## src/rtl/fastreadout_packet_rx.sv

```systemverilog
`timescale 1ns/1ps
// fastreadout_packet_rx: receive-side deframer for the fastreadout byte stream.
// Hunts for SYNC, parses HDR, buffers up to 16 payload bytes, checks the
// additive checksum and releases good payloads on a valid/ready output.
//
// Ports:
//   clk, rst_n      clock, synchronous active-low reset
//   rx_data/valid   incoming stream byte (no backpressure)
//   out_ready       downstream accepts out_data
//   out_data/valid  released payload byte
//   out_last        final payload byte of the packet
//   out_channel     channel id of the packet being released
//   pkt_ok/pkt_err  one-cycle checksum match / mismatch pulses
//   rx_drop         rx byte discarded while draining
//   err_count       saturating checksum error count
//   busy            deframer not hunting for sync
module fastreadout_packet_rx #(
    parameter logic [7:0] SYNC   = 8'hA5,
    parameter int         MAXLEN = 16
) (
    input  logic       clk,
    input  logic       rst_n,
    input  logic [7:0] rx_data,
    input  logic       rx_valid,
    input  logic       out_ready,
    output logic [7:0] out_data,
    output logic       out_valid,
    output logic       out_last,
    output logic [3:0] out_channel,
    output logic       pkt_ok,
    output logic       pkt_err,
    output logic       rx_drop,
    output logic [7:0] err_count,
    output logic       busy
);

    localparam logic [2:0] S_HUNT  = 3'd0;
    localparam logic [2:0] S_HDR   = 3'd1;
    localparam logic [2:0] S_PAY   = 3'd2;
    localparam logic [2:0] S_CHK   = 3'd3;
    localparam logic [2:0] S_DRAIN = 3'd4;

    logic [2:0] state;
    logic [3:0] chan;
    logic [3:0] len;
    logic [3:0] wr_ptr;
    logic [3:0] rd_ptr;
    logic [7:0] sum;
    logic [7:0] pbuf [MAXLEN];

    // Length code 0 means 16 bytes; len-1 wraps to 15, so
    // the final index is simply len-1 in 4-bit arithmetic.
    logic [3:0] last_idx;
    assign last_idx = len - 4'd1;

    logic draining;
    assign draining = (state == S_DRAIN);

    logic xfer;
    assign xfer = draining && out_ready;

    always_ff @(posedge clk) begin
        if (!rst_n) begin
            state     <= S_HUNT;
            chan      <= 4'd0;
            len       <= 4'd0;
            wr_ptr    <= 4'd0;
            rd_ptr    <= 4'd0;
            sum       <= 8'd0;
            pkt_ok    <= 1'b0;
            pkt_err   <= 1'b0;
            err_count <= 8'd0;
        end else begin
            pkt_ok  <= 1'b0;
            pkt_err <= 1'b0;
            unique case (state)
                S_HUNT: begin
                    if (rx_valid && rx_data == SYNC)
                        state <= S_HDR;
                end
                S_HDR: begin
                    // No resync: a SYNC value here is a header.
                    if (rx_valid) begin
                        chan   <= rx_data[7:4];
                        len    <= rx_data[3:0];
                        sum    <= rx_data;
                        wr_ptr <= 4'd0;
                        state  <= S_PAY;
                    end
                end
                S_PAY: begin
                    if (rx_valid) begin
                        sum    <= sum + rx_data;
                        wr_ptr <= wr_ptr + 4'd1;
                        if (wr_ptr == last_idx)
                            state <= S_CHK;
                    end
                end
                S_CHK: begin
                    if (rx_valid) begin
                        if (rx_data == sum) begin
                            pkt_ok <= 1'b1;
                            rd_ptr <= 4'd0;
                            state  <= S_DRAIN;
                        end else begin
                            pkt_err <= 1'b1;
                            if (err_count != 8'hFF)
                                err_count <= err_count + 8'd1;
                            state <= S_HUNT;
                        end
                    end
                end
                S_DRAIN: begin
                    if (xfer) begin
                        rd_ptr <= rd_ptr + 4'd1;
                        if (rd_ptr == last_idx)
                            state <= S_HUNT;
                    end
                end
                default: state <= S_HUNT;
            endcase
        end
    end

    // Payload storage needs no reset; contents are
    // only read back after a complete good frame.
    always_ff @(posedge clk) begin
        if (state == S_PAY && rx_valid)
            pbuf[wr_ptr] <= rx_data;
    end

    // Outputs are gated by DRAIN so they read 0 whenever
    // nothing is being presented.
    assign out_valid   = draining;
    assign out_data    = draining ? pbuf[rd_ptr] : 8'd0;
    assign out_channel = draining ? chan : 4'd0;
    assign out_last    = draining && (rd_ptr == last_idx);
    assign rx_drop     = draining && rx_valid;
    assign busy        = (state != S_HUNT);

endmodule

```

## config.mk

```make
export PLATFORM = sky130hd
export DESIGN_NAME = fastreadout_packet_rx
export DESIGN_NICKNAME = d
export VERILOG_FILES = /design/src/rtl/fastreadout_packet_rx.sv
export SDC_FILE = /design/constraint.sdc
export NUM_CORES = 1
export LEC_CHECK = 0
export ABC_AREA = 1
export BUFFER_PORTS_ARGS = -buffer_cell sky130_fd_sc_hd__buf_2
export CAP_MARGIN = 20
export CORE_ASPECT_RATIO = 1.5
export CORE_MARGIN = 2
export CORE_UTILIZATION = 42
export DETAILED_ROUTE_END_ITERATION = 12
export SYNTH_ARGS = -nofsm -noshare
export SYNTH_HDL_FRONTEND = slang
export SYNTH_SLANG_ARGS = --single-unit
```

## constraint.sdc

```tcl
create_clock -name clk -period 1.8 [get_ports clk]
set_clock_uncertainty 0.05 [all_clocks]
set_input_delay 0.09 -clock clk [delete_from_list [all_inputs] [get_ports clk]]
set_output_delay 0.09 -clock clk [all_outputs]
set_load 0.02 [all_outputs]
```

==> summary.txt <==
Placed design
  – Placed inst area: 8270 µm²
  – Post-DP HPWL: 12800 µm
  – GPL Wtd Cong: 0.868
  – Placed insts: 992
  – Pre-CTS WS: -0.0258 ns
  – Port bufs: 37

STA
  – Fmax: 475 MHz
  – Final Setup Violations: 9
  – Setup_tns: -2.26 ns
  – Final Max Slew Viols: 0
  – RSZ-0062 raised after global routing: true
  – Slack of the critical path: -0.306 ns
  – Min Tclk post-route: 2.11 ns
  – Fin Hold WS: 0.0599 ns
  – Max_slew headroom: 59.1%
  – Fin. Hold Viols: 0
  – Tightest Pin Transition: 0.612 ns
  – Tcrit/Tclk final: 117%

Setup path
  – Worst path cell trace: buf_12 > inv_16 > buf_16 > nor2_2 > o22ai_1 > buf_4 > o211ai_1 > a21oi_2 > buf_6
  – CP bufs+invs: 5
  – Arrival time worst endpoint: 1.97 ns
  – CP Data Required Time: 1.66 ns
  – Setup CP Type: reg -> out
  – Highest cell delay on the worst timing path: 0.35 ns
  – Startpoint Class: flip-flop
  – CP max-delay cell: dfxtp_4
  – Worst-path fanout max: 16
  – Crit. End Element: primary output
  – CP top delay family: buffers and inverters

Synth
  – Dominant cell type by area after synthesis: edfxtp_1
  – #FFs+latches synth: 169
  – Post-synth ARST share: 0%
  – Post-synth top cells: 128 x edfxtp_1, 116 x nor2_1, 78 x nand2_1
  – Syn_nets: 742
  – EDFF count, synth: 128
  – Cells after Synth: 715
  – Top area cells in the synthesized netlist: edfxtp_1 51%, dfxtp_1 11%, nor2_1 5.8%, o21ai_0 4.7%, nand2_1 3.9%
  – Syn Area/Cell: 10.5 µm²
  – Sequential element share of the synthesized area: 62.3%
  – Post-synth top area share: 51.4%
  – Yosys synthesis warning count: 0
  – Yosys cell types: 39
  – Top_reg_cell synth: edfxtp_1
  – Cell with the most instances after synthesis: edfxtp_1
  – Syn Std Cell Area: 7480 µm²

Worst hold path
  – Worst hold-check path type: in -> reg

Drt
  – Via density per instance: 5.50
  – ANT nets after route: 0
  – WL final: 20400 µm
  – 1st-pass router iterations: 9
  – Wirelength per Cell: 19.5 µm
  – # DRC: 4
  – Vias: 5760
  – Initial detailed-routing violation count: 360

Clocking
  – Clock buffer depth: 2
  – Clk sinks: 169
  – H-tree depth: 4
  – Worst-path clk slew: 0.07 ns
  – Cts bufs inserted: 17
  – Root Buffer: clkbuf_16
  – CTS tree: built
  – Clk_lat worst skew: 0.43 ns

GRT
  – Met2 Track Usage GR: 37.7%
  – GR Layer Usage met3: 4.05%
  – First-pass GRT wire length: 30200 µm
  – Largest net degree at the start of global routing: 34
  – Remaining global-route overflow: 0
  – Vias in the first global route: 5663
  – Overall routing resource usage: 21.0%
  – M1 GR Usage: 24.1%
  – Initial antenna violation count: 0
  – GRT Max-Usage Layer: met2

Floorplanning
  – Core area: 17400 µm²
  – # IOs: 38
  – Chip height: 167 µm
  – Die W: 113 µm
  – Total die area: 18900 µm²
  – Starting Density: 43.0%
  – Num rows: 59

Cells and area
  – Layout cells sized above 1: 30.2%
  – Post-layout util: 55.3%
  – Final Instance Count excl. Fillers: 1047
  – Area growth, synth to finish: 28.7%
  – Multi-input gate area: 2790 µm²
  – Finished Cell Area: 9630 µm²
  – Fillers: 1495
  – Nets: 848
  – Antenna Cells: 0
  – Register area: 4680 µm²

Power
  – Peak VDD IR: 619 µV
  – Static leakage: 3.54 nW
  – Total Power: 12.0 mW
  – Pwr Density: 1250 nW/µm²

Run
  – MaxCap Viol Count: 0

Status
  – Failing checks: design-rule violations, negative setup slack
  – Status: complete, but fails checks
[kinds of logic after synthesis]
group / Yosys count / share of synthesized area [%]
and+or+nand+nor: 256 / 14.7
DFF: 169 / 62.3
xor gates and xnor gates: 13 / 1.52
AOI/OAI and AO/OA: 175 / 14.0
buffers and inverters: 87 / 4.80
adders and majority gates: 15 / 2.61
[flip-flops by register name, summed over array words and instances (netlist names), named ones only]
register   count
wr_ptr         4
pkt_err        1
len            4
chan           4
rd_ptr         4
state          3
pkt_ok         1
sum            8
err_count      8
pbuf         128
[per-layer routing]
metal | up-vias | routed length, µm
met3 | 47 | 1130
met1 | 2761 | 7900
met2 | 201 | 10700
met4 | 0 | 674
met5 | - | 0
li1 | 2751 | -
[worst register-to-register path, cell delays in order, from the launching register on]
cell and delay [ns]:
dfxtp_1 0.32, ha_1 0.29, inv_1 0.08, nand3_2 0.10, nor2b_4 0.06, nand2_2 0.09, nand2_4 0.06, nor2_4 0.27
buf_4 0.19, nand2_2 0.05, a21oi_2 0.12
[layout make-up]
cell class / count / area share, %
Sequential cell: 169 / 48.5
Multi-Input combinational cell: 459 / 28.9
Timing Repair Buffer: 118 / 11.4
Clock buffer: 18 / 4.45
Tap cell: 213 / 2.77
Inverter: 56 / 2.43
Clock inverter: 14 / 1.51
[layout by cell type (no fill, tap or decap), drive strengths merged, types with 2 or more instances in the layout]
cell type / instances
nor3: 6
nand3: 31
clkinv: 7
clkbuf: 25
inv: 58
buf: 110
clkinvlp: 3
o22ai: 8
nor2: 119
edfxtp: 128
dfxtp: 41
o211ai: 9
o21ai: 87
xor2: 12
a21o: 2
or2: 2
a211oi: 2
a21oi: 37
nand2: 86
ha: 14
nand3b: 2
a31oi: 5
o221ai: 25
nand4: 7
bufinv: 2
[final timing paths]
path                                  from  slack, ns  cells past startpoint      endpoint
worst max-delay path             flip-flop      -0.31                      9   out_data[7]
worst min-delay path            rx_data[7]       0.06                      5        sum[7]
worst max register to register      sum[4]       0.07                     10  err_count[3]
worst min register to register     chan[3]       0.41                      2       chan[3]
[power breakdown]
group / internal [mW] / switching, mW / total, mW
logic: 1.66 / 2.23 / 3.89
registers: 4.37 / 0.163 / 4.53
clock network: 2.05 / 1.53 / 3.58
total: 8.08 / 3.93 / 12.0
[what timing repair did]
| action | in CTS | in global routing |
|---|---|---|
| buffers inserted | 5 | 11 |
| cloned | 1 | 8 |
| pin swaps | 6 | 39 |
| gates resized for setup | 47 | 84 |
| endpoints found under the setup margin | 29 | 132 |
| endpoints found under the hold margin | 1 | 0 |
| hold buffers | 1 | 0 |
Power figures use the tool's default switching activity.
